===== src/rtl/spike_pkg.sv =====
// Shared types and constants for the spike-train decoder: FSM states,
// event-word layout helpers and the event FIFO depth.
package spike_pkg;

  typedef enum logic {
    ARMED  = 1'b0,
    FIRING = 1'b1
  } state_t;

  localparam int FIFO_DEPTH  = 2;
  localparam int EVT_ISI_LSB = 0;

  // Event word is {first, burst, isi}; positions depend on the ISI width.
  function automatic int evtBurstPos(input int isiW);
    return isiW;
  endfunction

  function automatic int evtFirstPos(input int isiW);
    return isiW + 1;
  endfunction

  function automatic int evtWidth(input int isiW);
    return isiW + 2;
  endfunction

endpackage


===== src/rtl/spike_evt_fifo.sv =====
// Small event FIFO; a push on a full FIFO is accepted only when a pop
// happens on the same edge.
module spike_evt_fifo
  import spike_pkg::*;
#(
  parameter int W = 18
) (
  input  logic         clk,
  input  logic         rst,
  input  logic         i_push,
  input  logic [W-1:0] i_data,
  input  logic         i_pop,
  output logic [W-1:0] o_data,
  output logic         o_valid,
  output logic         o_full
);

  localparam int PW = (FIFO_DEPTH > 1) ? $clog2(FIFO_DEPTH) : 1;

  logic [W-1:0]  r_mem [FIFO_DEPTH];
  logic [PW-1:0] r_rdPtr;
  logic [PW-1:0] r_wrPtr;
  logic [PW:0]   r_count;
  logic          w_pop;
  logic          w_push;
  logic          w_full;

  assign w_full  = (r_count == (PW+1)'(FIFO_DEPTH));
  assign w_pop   = i_pop && (r_count != '0);
  assign w_push  = i_push && (!w_full || w_pop);
  assign o_data  = r_mem[r_rdPtr];
  assign o_valid = (r_count != '0);
  assign o_full  = w_full;

  always_ff @(posedge clk) begin
    if (w_push) begin
      r_mem[r_wrPtr] <= i_data;
    end
  end

  always_ff @(posedge clk or posedge rst) begin
    if (rst) begin
      r_rdPtr <= '0;
      r_wrPtr <= '0;
      r_count <= '0;
    end else begin
      if (w_push) r_wrPtr <= r_wrPtr + 1'b1;
      if (w_pop)  r_rdPtr <= r_rdPtr + 1'b1;
      case ({w_push, w_pop})
        2'b10:   r_count <= r_count + 1'b1;
        2'b01:   r_count <= r_count - 1'b1;
        default: r_count <= r_count;
      endcase
    end
  end

endmodule


===== src/rtl/spike_train_decoder.sv =====
// Hysteresis spike detector emitting {first, burst, isi} events through a
// 2-entry FIFO. Define SPIKE_DEC_RATE_EN to build the per-window rate counter.
module spike_train_decoder
  import spike_pkg::*;
#(
  parameter int ISI_W     = 16,
  parameter int BURST_ISI = 8,
  parameter int WIN       = 256
) (
  input  logic             clk,
  input  logic             rst,
  input  logic [7:0]       v_in,
  input  logic             v_valid,
  input  logic [7:0]       thr_hi,
  input  logic [7:0]       thr_lo,
  output logic             spike,
  output logic [ISI_W+1:0] evt_data,
  output logic             evt_valid,
  input  logic             evt_ready,
  output logic             ovf,
  output logic [7:0]       rate,
  output logic             rate_valid
);

  localparam logic [ISI_W-1:0] ISI_MAX   = '1;
  localparam int               BURST_POS = evtBurstPos(ISI_W);
  localparam int               FIRST_POS = evtFirstPos(ISI_W);
  localparam int               EVT_W     = evtWidth(ISI_W);

  state_t           r_state;
  state_t           w_nextState;
  logic             w_detect;
  logic [ISI_W-1:0] r_isiCnt;
  logic             r_first;
  logic             r_spike;
  logic             r_ovf;
  logic [ISI_W-1:0] w_isi;
  logic             w_burst;
  logic [EVT_W-1:0] w_evtWord;
  logic             w_full;
  logic             w_pop;

  always_ff @(posedge clk or posedge rst) begin
    if (rst) r_state <= ARMED;
    else     r_state <= w_nextState;
  end

  always_comb begin
    w_nextState = r_state;
    if (v_valid) begin
      case (r_state)
        ARMED:   if ($signed(v_in) > $signed(thr_hi)) w_nextState = FIRING;
        FIRING:  if ($signed(v_in) < $signed(thr_lo)) w_nextState = ARMED;
        default: w_nextState = ARMED;
      endcase
    end
  end

  always_comb begin
    w_detect = (r_state == ARMED) && v_valid && ($signed(v_in) > $signed(thr_hi));
  end

  // The interval includes the spike sample itself, hence counter+1.
  assign w_isi   = (r_isiCnt == ISI_MAX) ? ISI_MAX : r_isiCnt + 1'b1;
  assign w_burst = !r_first && (32'(w_isi) <= 32'(BURST_ISI));

  always_comb begin
    w_evtWord                          = '0;
    w_evtWord[EVT_ISI_LSB +: ISI_W]    = r_first ? ISI_MAX : w_isi;
    w_evtWord[BURST_POS]               = w_burst;
    w_evtWord[FIRST_POS]               = r_first;
  end

  always_ff @(posedge clk or posedge rst) begin
    if (rst) begin
      r_isiCnt <= '0;
      r_first  <= 1'b1;
      r_spike  <= 1'b0;
      r_ovf    <= 1'b0;
    end else begin
      r_spike <= w_detect;
      if (v_valid) begin
        if (w_detect)                r_isiCnt <= '0;
        else if (r_isiCnt != ISI_MAX) r_isiCnt <= r_isiCnt + 1'b1;
      end
      if (w_detect) r_first <= 1'b0;
      if (w_detect && w_full && !w_pop) r_ovf <= 1'b1;
    end
  end

  assign w_pop = evt_valid && evt_ready;
  assign spike = r_spike;
  assign ovf   = r_ovf;

  spike_evt_fifo #(
    .W(EVT_W)
  ) u_fifo (
    .clk    (clk),
    .rst    (rst),
    .i_push (w_detect),
    .i_data (w_evtWord),
    .i_pop  (w_pop),
    .o_data (evt_data),
    .o_valid(evt_valid),
    .o_full (w_full)
  );

`ifdef SPIKE_DEC_RATE_EN
  localparam int WCW = (WIN > 1) ? $clog2(WIN) : 1;

  logic [WCW-1:0] r_winCnt;
  logic [7:0]     r_spkCnt;
  logic [7:0]     r_rate;
  logic           r_rateValid;
  logic [7:0]     w_spkNext;

  assign w_spkNext = (!w_detect || r_spkCnt == 8'hFF) ? r_spkCnt : r_spkCnt + 8'd1;

  // A spike on the last sample of a window is counted into that window.
  always_ff @(posedge clk or posedge rst) begin
    if (rst) begin
      r_winCnt    <= '0;
      r_spkCnt    <= '0;
      r_rate      <= '0;
      r_rateValid <= 1'b0;
    end else begin
      r_rateValid <= 1'b0;
      if (v_valid) begin
        if (r_winCnt == WCW'(WIN - 1)) begin
          r_rate      <= w_spkNext;
          r_rateValid <= 1'b1;
          r_winCnt    <= '0;
          r_spkCnt    <= '0;
        end else begin
          r_winCnt <= r_winCnt + 1'b1;
          r_spkCnt <= w_spkNext;
        end
      end
    end
  end

  assign rate       = r_rate;
  assign rate_valid = r_rateValid;
`else
  assign rate       = 8'd0;
  assign rate_valid = 1'b0;
`endif

endmodule


===== config.mk =====
export PLATFORM = sky130hd
export DESIGN_NAME = spike_train_decoder
export DESIGN_NICKNAME = d
export VERILOG_FILES = /design/src/rtl/spike_pkg.sv /design/src/rtl/spike_evt_fifo.sv /design/src/rtl/spike_train_decoder.sv
export SDC_FILE = /design/constraint.sdc
export NUM_CORES = 1
export LEC_CHECK = 0
export CORE_ASPECT_RATIO = 0.6
export CORE_MARGIN = 5
export CORE_UTILIZATION = 50
export CTS_CLUSTER_DIAMETER = 120
export DETAILED_ROUTE_END_ITERATION = 7
export PLACE_DENSITY = 0.76
export SLEW_MARGIN = 15
export SYNTH_ARGS = -nofsm -noshare
export SYNTH_HDL_FRONTEND = slang
export SYNTH_SLANG_ARGS = --single-unit

===== constraint.sdc =====
create_clock -name clk -period 2.9 [get_ports clk]
set_input_delay 0.435 -clock clk [delete_from_list [all_inputs] [get_ports clk]]
set_output_delay 0.435 -clock clk [all_outputs]
set_load 0.005 [all_outputs]

; ---- After elaboration in Yosys (flattened, before gate mapping)
; Memories as Yosys holds them, arrays and structs flattened.
; Index checks and enable logic that the tools add are counted.
[classes]
addsub = 5
n_mux = 10
bitwise_logic = 1
n_mul = 0
n_reduce_logical = 16
div_mod_pow = 0
n_lt_le_gt_ge = 3
n_eq_ne = 5
shifts = 0
[ops]
columns = op, count
row1 = $mux W16, 4
row2 = $add A16 B1 Y16 const B, 1
row3 = $eq A16 B16 Y1 const B, 1
row4 = $le A16 B4 Y1 const B, 1
row5 = $ne A16 B16 Y1 const B, 1
row6 = $gt A8 B8 Y1, 1
row7 = $logic_and A1 B1 Y1, 8
row8 = $lt A8 B8 Y1, 1
row9 = $reduce_bool A2 Y1, 3
row10 = $eq A2 B2 Y1 const B, 2
row11 = $mux W1, 4
row12 = $pmux W2 S2, 1
row13 = $logic_not A1 Y1, 3
row14 = $add A1 B1 Y1 const B, 2
row15 = $add A2 B1 Y2 const B, 1
row16 = $eq A2 B1 Y1 const B, 1
row17 = $pmux W1 S2, 1
row18 = $reduce_and A2 Y1, 1
row19 = $sub A2 B1 Y2 const B, 1
row20 = $logic_or A1 B1 Y1, 1
row21 = $not A1 Y1, 1
[word_totals]
output_inout_bits = 30
rom_bits = 0
latch_bits = 0
ram_bits = 36
reg_bits = 24
mem_count = 1
[mem_list]
columns = name, words, width, read_ports, rd_ports_with_merged_regs, wr, line
row1 = u_fifo.r_mem, 2, 18, 1, 0, 1, spike_evt_fifo.sv:20  ; logic [W-1:0] r_mem [FIFO_DEPTH];

; ---- Longest topological paths before layout
; Gate-level depths: netlist (run 1).
[depth]
ltp_word = 7
ltp_mapped = 10
ltp_nobuf = 10

; ---- Modules after synthesis
; Synthesis (run 1) repeated with hierarchy kept, for this count alone.
[unflattened]
cells_unflattened = 325
area_unflattened_um2 = 3544.6
[by_module_without_submodules]
columns = mod, area_per_inst_um2, cells_per_inst, instances, seq_area_each_um2
row1 = spike_train_decoder, 2011.9, 249, 1, 501.7
row2 = spike_evt_fifo, 1532.7, 76, 1, 1181.1

; ---- Worst setup path before layout (run 1)
; Ideal clock, no wire load.
[synth_timing]
path_kind = input to register
startpoint = input port thr_hi[7]
endpoint = memory u_fifo.r_mem[0][0] (enable)
path_buffers = 0
setup_ps = 393
arrival_ps = 2411
stages = 7
slack_ps = 96
cell_sequence = inv_1 ha_1 nand4_1 nor2_1 a2111oi_0 o211ai_1 nor2_1
[synth_via]
elab_chain_len = 5
[synth_lines]
columns = item, line
row1 = start: declaration, spike_train_decoder.sv:14  ; input logic [7:0] thr_hi,
row2 = $gt A8 B8 Y1, spike_train_decoder.sv:60  ; w_detect = (r_state == ARMED) && v_valid && ($signed(v_in) > $signed(thr_hi));
row3 = $logic_and A1 B1 Y1, spike_train_decoder.sv:60
row4 = $logic_and A1 B1 Y1, spike_evt_fifo.sv:30  ; assign w_push = i_push && (!w_full || w_pop);
row5 = $mux W1, spike_evt_fifo.sv:36  ; if (w_push) begin
row6 = $mux W1 (not written as such), spike_evt_fifo.sv:37  ; r_mem[r_wrPtr] <= i_data;
row7 = end: declaration, spike_evt_fifo.sv:20
; No other way between the ends.

; ---- Final worst setup path (run 1)
[layout_timing]
startpoint = input port thr_hi[3]
endpoint = register u_fifo.r_count[1]
[layout_via]
elab_chain_len = 5
elab_cells_between_ends = 7
[layout_lines]
columns = item, line
row1 = $gt A8 B8 Y1 *, spike_train_decoder.sv:60
row2 = $logic_and A1 B1 Y1 *, spike_train_decoder.sv:60
row3 = $logic_and A1 B1 Y1 *, spike_evt_fifo.sv:30
row4 = $eq A2 B1 Y1 / $eq A2 B2 Y1 (equally long branches), spike_evt_fifo.sv:49  ; case ({w_push, w_pop})
row5 = $pmux W2 S2 / $reduce_bool A2 Y1 (equally long branches), --
row6 = end signal: assignment, spike_evt_fifo.sv:50  ; 2'b10: r_count <= r_count + 1'b1;
row7 = end signal: assignment, spike_evt_fifo.sv:51  ; 2'b01: r_count <= r_count - 1'b1;
row8 = end signal: assignment, spike_evt_fifo.sv:52  ; default: r_count <= r_count;
row9 = end: declaration, spike_evt_fifo.sv:23  ; logic [PW:0] r_count;
; Every way passes the cells marked *; elsewhere a longest branch is shown, timed or not.
; A chain may end at the register's enable or synchronous reset.

==> results.toml, run 1 <==
[global_routing]
grt_overflow_total = 0
grt_pass1_wl_um = 12400
grt_util_all_layers_pct = 18.4
grt_max_degree = 25
antenna_found_initial = 0
grt_pass1_vias = 2337

[clocking]
cts.repair.resized = 0
clockRootBuffer = "clkbuf_16"
hold_buffers = 0
cts_max_path_buffers = 2
cts_tree = "built"
cts_made_buffers = 9
cts.clk_slew.worst_paths_ns = 0.06
cts.sinks = 60
cts_setup_buffers = 0
clkLatencyLatePin_ns = 0.33
cts_max_level = 3

[cells_and_area]
layout_common_cells = "48 x clkdlybuf4s50_1, 36 x edfxtp_1, 23 x dfrtp_1, 20 x nor2_1, 20 x nand2_1"
antenna_cells = 0
final_common_cell = "clkdlybuf4s50_1"
stdcell_area_um2 = 4320
final_nets = 407
area_growth_pct = 23.2
fin_util_pct = 64.1
drive_above_1_share_pct = 14.2

[synth]
synth_seq_cells = 60
synth_edf_count = 36
synth_warnings = 0
avgSynthCellArea_um2 = 11.1
synth_cell_type_count = 56
ys.flop_type = "edfxtp_1"
synth_compound_area_share_pct = 10.3
syn_area_um2 = 3500
synthAdderAreaFrac_pct = 6.07
synthCells = 316
seq_area_frac_synth_pct = 48.0
async_flop_share_pct = 40.0
yosys.area_share.simple_pct = 15.3
synth_xor_area_share_pct = 6.75
synth_top_family_by_area = "simple AND/OR/NAND/NOR gates"
synthMuxAreaShare_pct = 6.35

[power_and_ir_drop]
p_leak_nw = 1.79
ir_drop_mv = 0.405
powerDensity_nw_per_um2 = 730
finalPower_mw = 3.15

[placed_design]
portBuffers = 48
place_area_um2 = 4020
dp_hpwl_um = 5510
gp_congestion = 0.879

[critical_path]
setup.worst_path.end_class = "flop"
crit_slowest_cell = "a2111oi_0"
cp_num_buf_inv = 2
max_stage_delay_ns = 0.52
crit_family = "compound AO/OA/AOI/OAI gates"
cp_max_fo = 3
path_class = "primary input to flop"
critPathRequiredTime_ns = 3.15
start_kind = "primary input"
worstPathArrival_ns = 2.91
cp_cell_sequence = "clkdlybuf4s50_1 > inv_1 > ha_1 > nand4_1 > nor2_1 > a2111oi_0 > o211ai_1 > ha_1 > nor2_1 > xor2_1"

[routing]
wl_per_cell_um = 16.5
vias = 2497
antenna_left = 0
drc_errors = 0
totalWireLength_um = 7490
viasPerCell = 5.50
drtIter0Drc = 160
drt-pass1-iter-count = 4

[timing]
report.final.slew_viol_count = 0
fin_crit_ns = 2.66
clock_skew_ns = 0.00536
max_slew_margin_pct = 33.8
tightest_slew_ns = 0.991
fin_crit_sh_pct = 91.6
setup_viol = 0
hold_viol_final = 0
rsz0062_at_grt = "no"
fin_tns_setup_ns = 0
fmax_mhz = 376

[floorplanning]
ios = 58
initial_utilization_pct = 52.0
die_area_um2 = 8840
die_h_um = 74.9
core_um2 = 6730
die_width_um = 118
rows = 23

[run_status]
outcome = "completed"

[job]
maxCapViolCount = 0

[min_path]
min_path_type = "flop to flop"
registers in the layout, summed over array words and instances, names as in the netlist:
register and flops:
r_state 1, r_isiCnt 16, u_fifo.r_wrPtr 1, r_first 1, u_fifo.r_rdPtr 1, ovf 1
spike 1, u_fifo.r_mem 36, u_fifo.r_count 2
logic make-up (layout without fill, tap and decap cells):
group / count (synthesis) / count (layout)
AOI/OAI and AO/OA: 53 / 53
xor gates and xnor gates: 27 / 27
adders and majority gates: 17 / 17
buffers and inverters: 46 / 89
DFF: 60 / 60
muxes: 20 / 20
other: 1 / 9
and+or+nand+nor: 92 / 92
area by class of cell:
type,count,area [um^2]
fillers,533,2420
flip-flops and latches,60,1680
multi-input cells,218,1600
repair buffers,54,551
clock buffers,9,225
well taps,87,109
clock inverters,7,75.1
inverters,19,71.3
power breakdown:
| part | total [mW] | internal [mW] | switching, mW |
|---|---|---|---|
| sequential | 1.18 | 1.06 | 0.120 |
| clock | 1.07 | 0.668 | 0.399 |
| combinational | 0.904 | 0.510 | 0.394 |
worst paths after layout:
check | cells past startpoint | slack, ns | endpoint | start
max reg2reg | 5 | 0.26 | u_fifo.r_mem[1][5] | r_isiCnt[0]
min | 1 | 0.51 | u_fifo.r_wrPtr | u_fifo.r_wrPtr
max | 10 | 0.24 | u_fifo.r_count[1] | thr_hi[3]
min in group asynchronous | 2 | 0.63 | spike | rst
min reg2reg | 1 | 0.51 | u_fifo.r_wrPtr | u_fifo.r_wrPtr
max in group asynchronous | 3 | 1.58 | r_first | rst
metal layers:
layer	vias to the layer above	GRT usage, %	routed length [um]
met5	-	0	0
met1	1193	28.5	3880
met4	0	4.33	65
met2	80	23.7	2970
li1	1214	-	-
met3	10	7.06	581
cell usage after synthesis (3+ instances only):
master / n / area (um^2)
nand3_1: 8 / 40.0
buf_6: 3 / 33.8
o21ai_0: 5 / 25.0
nand2b_1: 4 / 25.0
nand4_1: 6 / 37.5
a211oi_1: 7 / 52.6
xor2_1: 10 / 87.6
nor2_1: 20 / 75.1
clkbuf_1: 8 / 30.0
o21ai_1: 6 / 30.0
nor2b_1: 3 / 18.8
a31oi_1: 3 / 18.8
ha_1: 17 / 213
buf_4: 13 / 97.6
buf_2: 3 / 15.0
dfrtp_1: 23 / 576
inv_1: 19 / 71.3
a21oi_1: 12 / 60.1
o211ai_1: 3 / 22.5
edfxtp_1: 36 / 1080
and3_1: 6 / 37.5
xnor2_1: 17 / 149
mux2_2: 18 / 203
nand2_1: 20 / 75.1
a21o_1: 3 / 22.5
or3_1: 6 / 37.5
metrics by stage:
stage               hold slack, ns  std cells  setup slack (ns)
global placement             0.461        438            0.0226
floorplan                    0.449        324            0.0964
CTS                          0.508        454             0.253
detailed placement           0.497        438           -0.0531
global route                 0.523        454            0.0180
finish                       0.508        454             0.243
No activity file was read; power rests on OpenSTA's default activity.
==> inputs of run 2 (changes only) <==
--- a/config.mk
+++ b/config.mk
@@ -5,6 +5,7 @@
 export SDC_FILE = /design/constraint.sdc
 export NUM_CORES = 1
 export LEC_CHECK = 0
+export ABC_AREA = 1
 export CORE_ASPECT_RATIO = 0.6
 export CORE_MARGIN = 5
 export CORE_UTILIZATION = 50
==> run 2 against run 1 <==
Against the previous run: non-clock buffer count decreased by 1; routed wire length increased by 6.5%; core utilization increased by 0.43 points; setup slack improved by 0.22 ns; sequential power increased by 13%; critical path depth increased by 2; power increased by 16%; largest power group unchanged.
==> results.toml, run 2 <==
[run_status]
outcome = "completed"

[routing]
viasPerCell = 4.92
vias = 2931
wl_per_cell_um = 13.4
drc_errors = 0
totalWireLength_um = 7980
antenna_left = 0
drt-pass1-iter-count = 5
drtIter0Drc = 353

[placed_design]
gp_congestion = 0.976
post-place-cells = 580
portBuffers = 48
dp_hpwl_um = 6100

[timing]
fmax_mhz = 410
hold_viol_final = 0
fin_tns_setup_ns = 0
fin_crit_sh_pct = 84.2
setup_viol = 0
fin_crit_ns = 2.44
rsz0062_at_grt = "no"
report.final.slew_viol_count = 0
clock_skew_ns = 0.00857

[synth]
synth.cells.most_frequent = "164 x nand2_1, 61 x inv_1, 58 x nor2_1"
synth_cell_type_count = 31
avgSynthCellArea_um2 = 7.81
async_flop_share_pct = 40.0
synthCells = 451
syn_area_um2 = 3520
synth_warnings = 0
synth_edf_count = 36
synth_top_area_share_pct = 30.7
yosysMostFrequentCell = "nand2_1"
synth_area_leaders = "edfxtp_1 31%, nand2_1 17%, dfrtp_1 16%"
synth_top_area_cell = "edfxtp_1"
ys.flop_type = "edfxtp_1"
seq_area_frac_synth_pct = 47.8
synth_seq_cells = 60

[clocking]
cts_tree = "built"
cts.sinks = 60
clockRootBuffer = "clkbuf_16"
cts_max_path_buffers = 2
cts.clk_slew.worst_paths_ns = 0.05
cts_setup_buffers = 0
clkLatencyLatePin_ns = 0.33
cts.repair.resized = 0
cts_made_buffers = 9
hold_buffers = 0
cts_max_level = 3

[global_routing]
grt_pass1_wl_um = 13200
grt_pass1_vias = 2676
grt_util_all_layers_pct = 19.2
grt_max_degree = 25
grt_overflow_total = 0
antenna_found_initial = 0

[cells_and_area]
antenna_cells = 0
final_common_cell = "nand2_1"
largest_registers = "u_fifo.r_mem (36), r_isiCnt (16), u_fifo.r_count (2)"
final_nets = 549
finalNonFillerCells = 596
drive_above_1_share_pct = 6.88
largest_reg_flops = 36
regMostFlops = "u_fifo.r_mem"
fin_util_pct = 64.6
layout_common_cells = "164 x nand2_1, 61 x inv_1, 58 x nor2_1, 48 x clkdlybuf4s50_1, 36 x edfxtp_1"
fillers = 570
area_growth_pct = 23.9

[critical_path]
start_kind = "primary input"
critPathRequiredTime_ns = 3.11
setup.worst_path.end_class = "flop"
cp_max_fo = 3
path_class = "primary input to flop"
worstPathArrival_ns = 2.65

[power_and_ir_drop]
powerDensity_nw_per_um2 = 837
power.share.clock_pct = 29.0
p_comb_share_pct = 34.7
ir_drop_mv = 0.457
p_switching_mw = 1.27
p_int_mw = 2.39
p_seq_share_pct = 36.3
finalPower_mw = 3.65
p_leak_nw = 2.17
switching_share_pct = 34.7

[floorplanning]
die_h_um = 75.0
rows = 23
die_width_um = 118
initial_utilization_pct = 52.1
ios = 58
core_um2 = 6760
die_area_um2 = 8880

[min_path]
min_path_type = "primary input to async pin"

[job]
maxCapViolCount = 0
[run 2: metrics by stage]
step / instance area, um^2 / hold slack [ns] / setup slack, ns
after detailed placement: 4070 / 0.472 / 0.131
after CTS: 4370 / 0.471 / 0.472
final: 4370 / 0.464 / 0.459
after floorplan: 3550 / 0.449 / 0.433
after global placement: 4070 / 0.460 / 0.236
after global routing: 4370 / 0.497 / 0.316
[run 2: critical path, stage by stage]
cell and delay, ns:
clkdlybuf4s50_1 0.45, inv_1 0.04, ha_1 0.28, inv_1 0.06, or2_2 0.26, nor2_1 0.10
nand3_1 0.14, nand4_1 0.19, ha_1 0.28, a21oi_1 0.12, o21ai_0 0.12, xor2_1 0.15
[run 2: worst paths after layout]
check	startpoint	end	slack (ns)	cells past startpoint
setup / recovery	thr_hi[7]	u_fifo.r_count[1]	0.46	12
hold / removal	rst	u_fifo.r_rdPtr	0.46	3
setup reg to reg	r_isiCnt[0]	u_fifo.r_mem[1][16]	0.52	9
hold reg to reg	u_fifo.r_wrPtr	u_fifo.r_wrPtr	0.49	2
max in group asynchronous	rst	r_first	2.14	3
min in group clk	u_fifo.r_wrPtr	u_fifo.r_wrPtr	0.49	2
[run 2: cell type report]
type	instances	area (um^2)	share of cell area, %
Clock buffer	9	225	5.16
Clock inverter	7	75.1	1.72
Inverter	64	240	5.50
Multi-Input combinational cell	316	1500	34.4
Sequential cell	60	1680	38.5
Tap cell	87	109	2.49
Timing Repair Buffer	53	531	12.2
[run 2: kinds of logic after synthesis]
family	share of synthesized area [%]
and+or+nand+nor	32.1
buffers and inverters	10.4
DFF	47.8
adders and majority gates	6.04
AOI/OAI and AO/OA	2.06
xor gates and xnor gates	1.49
other	0.106
[run 2: power by group through the flow]
stage / sequential [mW] / clock (mW) / combinational, mW
6_report: 1.33 / 1.06 / 1.27
4_1_cts: 1.32 / 1.07 / 1.27
2_1_floorplan: 1.26 / 0 / 0.787
3_3_place_gp: 1.33 / 0 / 1.22
3_5_place_dp: 1.34 / 0 / 1.26
5_1_grt: 1.35 / 1.12 / 1.43
[run 2: metal layers]
layer  global-route usage, %  share of wire [%]  up-vias
li1                        -                  -     1505
met1                    27.5                 49     1316
met2                    28.6                 41      100
met3                    5.86                8.3       10
met4                    5.41               0.98        0
met5                       0                  0        -
